<file path="src/rtl/top.sv">
// AXI-Stream FIFO: DEPTH entries of {tlast, tkeep, tdata}, first-word
// fall-through, one beat per clock, full backpressure decoupling.
// reset_n is active-high (historical name) and synchronous.
module top #(
    parameter int DATA_W = 16,
    parameter int KEEP_W = 5,
    parameter int DEPTH  = 16
) (
    input  logic              clk,
    input  logic              reset_n,
    input  logic [DATA_W-1:0] input_tdata,
    input  logic              input_tvalid,
    input  logic [KEEP_W-1:0] input_tkeep,
    input  logic              input_tlast,
    output logic              input_tready,
    output logic [DATA_W-1:0] output_tdata,
    output logic              output_tvalid,
    output logic [KEEP_W-1:0] output_tkeep,
    output logic              output_tlast,
    input  logic              output_tready
);

    localparam int PTR_W   = $clog2(DEPTH);
    localparam int CNT_W   = PTR_W + 1;
    localparam int ENTRY_W = 1 + KEEP_W + DATA_W;

    logic [ENTRY_W-1:0] mem_q [DEPTH];
    logic [ENTRY_W-1:0] mem_d [DEPTH];
    logic [PTR_W-1:0]   wr_ptr_q, wr_ptr_d;
    logic [PTR_W-1:0]   rd_ptr_q, rd_ptr_d;
    logic [CNT_W-1:0]   count_q, count_d;
    logic               wr_en;
    logic               rd_en;

    // Ready only reflects stored occupancy and reset, so a read in a full
    // cycle cannot open the input until the following cycle.
    assign input_tready  = (count_q != CNT_W'(DEPTH)) && !reset_n;
    assign output_tvalid = (count_q != '0);
    assign {output_tlast, output_tkeep, output_tdata} = mem_q[rd_ptr_q];

    assign wr_en = input_tvalid && input_tready;
    assign rd_en = output_tvalid && output_tready;

    // Next-state for storage, pointers and occupancy.
    always_comb begin
        mem_d    = mem_q;
        wr_ptr_d = wr_ptr_q;
        rd_ptr_d = rd_ptr_q;
        count_d  = count_q;
        if (wr_en) begin
            mem_d[wr_ptr_q] = {input_tlast, input_tkeep, input_tdata};
            wr_ptr_d        = wr_ptr_q + PTR_W'(1);
        end
        if (rd_en) begin
            rd_ptr_d = rd_ptr_q + PTR_W'(1);
        end
        if (wr_en && !rd_en) begin
            count_d = count_q + CNT_W'(1);
        end else if (rd_en && !wr_en) begin
            count_d = count_q - CNT_W'(1);
        end
    end

    // State registers; reset clears every entry so outputs read back zero.
    always_ff @(posedge clk) begin
        if (reset_n) begin
            for (int i = 0; i < DEPTH; i++) begin
                mem_q[i] <= '0;
            end
            wr_ptr_q <= '0;
            rd_ptr_q <= '0;
            count_q  <= '0;
        end else begin
            for (int i = 0; i < DEPTH; i++) begin
                mem_q[i] <= mem_d[i];
            end
            wr_ptr_q <= wr_ptr_d;
            rd_ptr_q <= rd_ptr_d;
            count_q  <= count_d;
        end
    end

endmodule

</file>
<file path="config.mk">
export PLATFORM = sky130hd
export DESIGN_NAME = top
export DESIGN_NICKNAME = d
export VERILOG_FILES = /design/src/rtl/top.sv
export SDC_FILE = /design/constraint.sdc
export NUM_CORES = 1
export LEC_CHECK = 0
export CORE_MARGIN = 4
export CORE_UTILIZATION = 40
export CTS_CLUSTER_DIAMETER = 40
export DETAILED_ROUTE_END_ITERATION = 8
export DONT_BUFFER_PORTS = 1
export GPL_TIMING_DRIVEN = 0
export PLACE_DENSITY_LB_ADDON = 0.15
export SLEW_MARGIN = 20
export SYNTH_ARGS = -nofsm -noshare
export SYNTH_HDL_FRONTEND = slang
export SYNTH_SLANG_ARGS = --single-unit
</file>
<file path="constraint.sdc">
create_clock -name clk -period 3.5 [get_ports clk]
set_clock_uncertainty 0.05 [all_clocks]
set_input_delay 0.35 -clock clk [delete_from_list [all_inputs] [get_ports clk]]
set_output_delay 0.35 -clock clk [all_outputs]
set_load 0.01 [all_outputs]
</file>
==> results of run 1 <==
state kept, by name (all words and copies together) (netlist names):
name / flops
mem_q: 352
wr_ptr_q: 4
count_q: 5
rd_ptr_q: 4
metal layers:
layer / share of wire, % / GRT usage (%) / vias up
met2: 48 / 39.80 / 443
met3: 6.6 / 4.216 / 101
met4: 3.0 / 7.615 / 0
li1: - / - / 6812
met5: 0 / 0 / -
met1: 43 / 31.07 / 6716
how the worst min path moves through the flow:
| stage | startpoint | endpoint | cells past startpoint | slack (ns) |
|---|---|---|---|---|
| floorplan | mem_q[110]$_SDFFE_PP0P_ | mem_q[110]$_SDFFE_PP0P_ | 2 | 0.38 |
| global placement | mem_q[316]$_SDFFE_PP0P_ | mem_q[316]$_SDFFE_PP0P_ | 2 | 0.39 |
| detailed placement | mem_q[312]$_SDFFE_PP0P_ | mem_q[312]$_SDFFE_PP0P_ | 2 | 0.39 |
| CTS | input_tvalid | wr_ptr_q[1]$_SDFFE_PP0P_ | 4 | 0.009 |
| global route | input_tvalid | wr_ptr_q[1]$_SDFFE_PP0P_ | 4 | 0.03 |
| finish | input_tvalid | wr_ptr_q[1]$_SDFFE_PP0P_ | 4 | 0.02 |
synthesized netlist by cell type (all sizes together):
cell,n
nor2,14
nor2b,2
a21o,2
clkbuf,152
o21ai,23
or4,1
or2,1
fa,1
o31ai,2
mux2i,91
dfxtp,365
nand2b,3
nor4,1
o2111ai,1
nand4,1
a221oi,44
nand3b,1
a22oi,22
mux4,44
a21oi,358
o211ai,1
inv,5
a2111oi,16
ha,9
xor2,4
xnor2,5
a2111o,16
a211oi,1
nand2,732
and2,1
buf,47
mux2,1
power breakdown:
part           total (mW)  leakage [nW]  switching (mW)  internal (mW)
Combinational        2.14          2.08            1.41          0.735
Clock                5.47         0.860            2.01           3.46
Sequential           4.30          2.94          0.0707           4.23
Total                11.9          5.88            3.49           8.43
worst max-delay path: stages (launching register included):
cell	delay (ns)
dfxtp_1	0.34
clkbuf_1	0.34
clkdlybuf4s15_2	0.58
clkbuf_2	0.43
mux4_2	0.40
a22oi_1	0.19
nand2_1	0.18
area by class of cell:
cell class,count,share of cell area [%]
well taps,518,3.483
repair buffers,4,0.2084
plain buffers,198,4.518
clock buffers,66,7.604
flip-flops and latches,365,39.27
multi-input cells,1398,42.74
clock inverters,28,2.084
inverters,5,0.1009
cells by family after synthesis:
kind of cell | after synthesis | share of synthesized area (%)
buf+inv | 204 | 4.911
fa+ha+maj | 10 | 0.8330
flops | 365 | 45.89
mux | 136 | 12.01
xor+xnor | 9 | 0.4950
compound gates | 486 | 17.78
simple gates | 757 | 18.07
timing repair:
item	4_1_cts	5_1_grt
pin swaps	1	1
hold buffers	2	0
endpoints found under the setup margin	24	23
buffers inserted	1	0
resized for setup	35	27
endpoints found under the hold margin	8	0
==> impl_metrics.py, run 1 <==
metrics = {
    "run_status": {
        "run_status": "finished clean",
    },
    "clock_network": {
        "cts_buffer_depth": 3,
        "numCtsBuffers": 53,
        "clk_latency_ns": 0.58,
        "root_buffer": "clkbuf_16",
        "clock_sinks": 365,
        "cts_tree": "yes",
        "clk_pin_slew_ns": 0.06,
        "h-tree-depth": 2,
    },
    "floorplanning": {
        "die_area_mm2": 0.04306,
        "die_y_um": 207.5,
        "coreArea_mm2": 0.03901,
        "die_w_um": 207.5,
        "rows": 72,
        "initial_core_util_pct": 40.82,
        "io_pins": 50,
    },
    "yosys": {
        "syn_area_per_cell_um2": 8.095,
        "yosysTopAreaCellShare_pct": 45.89,
        "synth_top_area_cell": "dfxtp_1",
        "ys_seq_elements": 365,
        "synth_cell_types": 33,
        "syn_inst": 1967,
        "yosys_warnings": 0,
        "synth_nets": 2003,
        "ys_seq_area_share_pct": 45.89,
        "synth.area.top_cells": "dfxtp_1 46%, nand2_1 17%, a21oi_1 11%",
        "syn_area_mm2": 0.01592,
    },
    "critical_path": {
        "path_class": "register to output port",
        "r2r_slack_ns": 0.17,
        "cp_max_fo": 10,
        "endpoint": "output_tdata[12]",
        "crit_arrival_ns": 3.07,
        "cp-startpoint": "rd_ptr_q[0]$_SDFFE_PP0P_",
        "startpoint_type": "register",
        "end_kind": "output port",
        "crit_required_ns": 3.10,
        "r2r-end": "count_q[4]$_SDFFE_PP0P_",
        "worstReg2RegStart": "count_q[4]$_SDFFE_PP0P_",
        "r2r_cells": 10,
    },
    "global_route": {
        "grt_use_total_pct": 23.66,
        "grt_pass1_wl_um": 80480,
        "first_global_vias": 13436,
        "grt_start_max_net_pins": 13,
        "grt_overflow": 0,
        "grt_antenna_before_repair": 0,
    },
    "timing": {
        "fmax_mhz": 288.2,
        "hold_viol_final": 0,
        "holdWs_ns": 0.01516,
        "setup_tns_ns": 0,
        "setup_ws_ns": 0.02972,
        "worstMarginPinSlew_ns": 1.146,
        "slew_viol_final": 0,
        "slew-limit-headroom_pct": 23.43,
        "setup_viol": 0,
        "fin_crit_sh_pct": 99.15,
        "fin_crit_ns": 3.470,
    },
    "pwr": {
        "fin_total_pwr_mw": 11.92,
        "irDropWorstVdd_v": 0.0003442,
        "p_leak_nw": 5.884,
        "powerDensity_mw_per_mm2": 640.4,
    },
    "drt": {
        "wl_per_cell_um": 20.46,
        "wirelength_um": 52830,
        "routed_via_density": 5.450,
        "vias": 14072,
        "drc": 0,
        "drt-initial-drc-count": 1324,
        "drtPass1Iterations": 5,
        "ant_nets": 0,
    },
    "layout": {
        "nFillCells": 3745,
        "design_area_mm2": 0.01861,
        "nNetsFinal": 2061,
        "instances_no_fill": 2582,
        "layout_common_cells": "732 x nand2_1, 365 x dfxtp_1, 358 x a21oi_1",
        "multi_input_area_mm2": 0.007953,
        "final_common_cell": "nand2_1",
        "area_delta_synth_final_pct": 16.87,
        "fin_util_pct": 47.71,
        "drive_gt1_share_pct": 8.866,
        "diodes": 0,
        "regArea_mm2": 0.007307,
    },
    "place": {
        "dp_cells": 2486,
        "dpl_cell_area_mm2": 0.01660,
        "dp_slack_ns": -0.4643,
        "place.gp.congestion": 0.9971,
        "hpwl_um": 38770,
        "port_buffers": 0,
    },
    "min_path": {
        "hp-class": "input port to register",
    },
    "job": {
        "cap_violations": 0,
    },
}
Note: power is estimated with default switching activity, not from simulation.
==> run 2: changes to the inputs <==
--- a/config.mk
+++ b/config.mk
@@ -5,6 +5,8 @@
 export SDC_FILE = /design/constraint.sdc
 export NUM_CORES = 1
 export LEC_CHECK = 0
+export ABC_CLOCK_PERIOD_IN_PS = 3500
+export CORE_ASPECT_RATIO = 1.2
 export CORE_MARGIN = 4
 export CORE_UTILIZATION = 40
 export CTS_CLUSTER_DIAMETER = 40
@@ -12,6 +14,7 @@
 export DONT_BUFFER_PORTS = 1
 export GPL_TIMING_DRIVEN = 0
 export PLACE_DENSITY_LB_ADDON = 0.15
+export SKIP_LAST_GASP = 1
 export SLEW_MARGIN = 20
 export SYNTH_ARGS = -nofsm -noshare
 export SYNTH_HDL_FRONTEND = slang
==> impl_metrics.py, run 2 (same netlist as run 1, synthesis figures left out) <==
metrics = {
    "layout": {
        "reg_top3": "mem_q x352, count_q x5",
        "layout_common_cells": "732 x nand2_1, 365 x dfxtp_1, 358 x a21oi_1",
        "nNetsFinal": 2055,
        "diodes": 0,
        "multi_input_area_mm2": 0.007945,
        "regArea_mm2": 0.007307,
        "design_area_mm2": 0.01854,
        "final_common_cell": "nand2_1",
        "largest_register_ffs": 352,
        "area_delta_synth_final_pct": 16.45,
        "nFillCells": 3796,
        "largest_register": "mem_q",
        "instances_no_fill": 2581,
        "drive_gt1_share_pct": 8.710,
    },
    "critical_path": {
        "slowest_delay_ns": 0.51,
        "crit_arrival_ns": 3.01,
        "path_cells": "clkbuf_1, clkbuf_4, buf_4, mux2i_1, a221oi_1, o21ai_0, nand2_1",
        "cp_max_fo": 10,
        "cp_slowest_cell": "a221oi_1",
        "r2r-end": "count_q[4]$_SDFFE_PP0P_",
        "r2r_cells": 11,
        "crit_required_ns": 3.10,
        "r2r_slack_ns": 0.16,
        "end_kind": "output port",
        "worstReg2RegStart": "count_q[3]$_SDFFE_PP0P_",
        "path_class": "register to output port",
        "startpoint_type": "register",
    },
    "place": {
        "dp_cells": 2494,
        "dp_slack_ns": -0.5199,
        "place.gp.congestion": 0.9483,
        "hpwl_um": 38930,
        "port_buffers": 0,
        "dpl_cell_area_mm2": 0.01660,
    },
    "global_route": {
        "first_global_vias": 13601,
        "grt_start_max_net_pins": 15,
        "grt_pass1_wl_um": 79120,
        "grt_overflow": 0,
        "grt_use_total_pct": 23.67,
        "grt_antenna_before_repair": 1,
    },
    "pwr": {
        "p_comb_share_pct": 17.8,
        "p_leak_nw": 5.890,
        "irDropWorstVdd_v": 0.0003870,
        "p_int_mw": 8.455,
        "swShare_pct": 28.64,
        "powerDensity_mw_per_mm2": 639.0,
        "p_sw_mw": 3.393,
        "pwr-share-clk_pct": 45.9,
        "seq_power_share_pct": 36.3,
    },
    "drt": {
        "top_layer_used": "met5",
        "drc": 0,
        "drt-initial-drc-count": 1028,
        "wirelength_um": 52180,
        "drtPass1Iterations": 8,
        "vias": 13962,
        "ant_nets": 0,
        "wl_per_cell_um": 20.22,
        "wl_met3_um": 3275,
        "wl_met2_um": 26060,
        "routed_via_density": 5.410,
        "met1Wirelength_um": 20780,
    },
    "job": {
        "cap_violations": 0,
    },
    "timing": {
        "slew_viol_final": 0,
        "worstMarginPinSlew_ns": 1.120,
        "fin_crit_ns": 3.409,
        "setup_ws_ns": 0.09065,
        "rsz0062_at_grt": "yes",
        "slew-limit-headroom_pct": 23.43,
        "setup_viol": 0,
        "fmax_mhz": 293.3,
        "fin_crit_sh_pct": 97.41,
        "hold_viol_final": 0,
    },
    "min_path": {
        "hold_end": "wr_ptr_q[1]$_SDFFE_PP0P_",
        "hp-start": "input_tvalid",
        "hp-class": "input port to register",
        "hold-path-cell-count": 4,
    },
    "floorplanning": {
        "die_y_um": 226.6,
        "die_area_mm2": 0.04308,
        "die_w_um": 190.1,
        "rows": 79,
        "initial_core_util_pct": 40.78,
        "coreArea_mm2": 0.03904,
        "io_pins": 50,
    },
    "clock_network": {
        "h-tree-depth": 2,
        "clk_pin_slew_ns": 0.05,
        "clock_sinks": 365,
        "clk_latency_ns": 0.55,
        "cts_tree": "yes",
        "numCtsBuffers": 47,
        "root_buffer": "clkbuf_16",
        "cts_buffer_depth": 3,
    },
    "run_status": {
        "run_status": "finished clean",
    },
}
[run 2: cell count changes in the layout (fill, tap and decap cells not counted), moves of 4 or more]
cell | previous run | this run
clkbuf_16 | 53 | 49
clkdlybuf4s15_2 | 5 | 1
clkbuf_2 | 10 | 17
clkbuf_1 | 149 | 144
clkinvlp_4 | 7 | 2
bufinv_16 | 8 | 12
[run 2: layout make-up]
cell class                      instances  share of cell area (%)
Buffer                                198                   4.427
Clock buffer                           58                   6.957
Clock inverter                         27                   2.531
Inverter                                5                  0.1012
Multi-Input combinational cell       1398                   42.85
Sequential cell                       365                   39.41
Tap cell                              526                   3.550
Timing Repair Buffer                    4                  0.1755
[run 2: through the flow]
step | hold WS [ns] | utilization, % | setup TNS [ns] | power, mW
5_1_grt | 0.03598 | 47.49 | -0.1170 | 12.17
2_1_floorplan | 0.3831 | - | 0 | 5.714
3_3_place_gp | 0.3886 | 42.47 | -2.113 | 6.373
6_report | 0.03813 | 47.49 | 0 | 11.85
3_5_place_dp | 0.3935 | 42.53 | -2.317 | 6.399
4_1_cts | 0.01679 | 47.27 | -0.8817 | 11.89
[run 2: per-layer routing]
metal / up-vias / global-route usage, %
met5: - / 0
met4: 2 / 8.343
met3: 126 / 4.681
met2: 423 / 42.79
met1: 6615 / 28.00
li1: 6796 / -
[run 2: power by group through the flow]
stage | Clock (mW) | Combinational, mW | Sequential [mW]
floorplan | 0 | 1.35 | 4.36
finish | 5.44 | 2.11 | 4.30
detailed placement | 0 | 2.02 | 4.38
CTS | 5.51 | 2.08 | 4.30
global route | 5.66 | 2.20 | 4.31
global placement | 0 | 1.99 | 4.38
[run 2: what timing repair did]
action / 4_1_cts / 5_1_grt
hold buffers: 2 / 0
pin swaps: 1 / 1
setup buffers: 1 / 0
gates resized for setup: 25 / 36
hold endpoints to repair: 6 / 0
endpoints found under the setup margin: 24 / 23
[run 2: worst max-delay path by stage]
| stage | startpoint | endpoint | slack, ns | cells after the start |
|---|---|---|---|---|
| after floorplan | count_q[0]$_SDFFE_PP0P_ | count_q[4]$_SDFFE_PP0P_ | 0.37 | 11 |
| after global placement | count_q[0]$_SDFFE_PP0P_ | count_q[4]$_SDFFE_PP0P_ | -0.37 | 11 |
| after detailed placement | count_q[0]$_SDFFE_PP0P_ | count_q[4]$_SDFFE_PP0P_ | -0.52 | 11 |
| after CTS | rd_ptr_q[0]$_SDFFE_PP0P_ | output_tdata[11] | -0.10 | 6 |
| after global routing | rd_ptr_q[0]$_SDFFE_PP0P_ | output_tkeep[0] | -0.06 | 7 |
| final | rd_ptr_q[0]$_SDFFE_PP0P_ | output_tdata[11] | 0.09 | 7 |
[run 2: critical path: cells and delay by family, from the launching register on]
kind,cells,cell delay (ns)
AND/OR/NAND/NOR,1,0.24
multiplexers,1,0.15
flip-flops,1,0.35
AO/OA/AOI/OAI,2,0.67
buffers and inverters,3,1.04
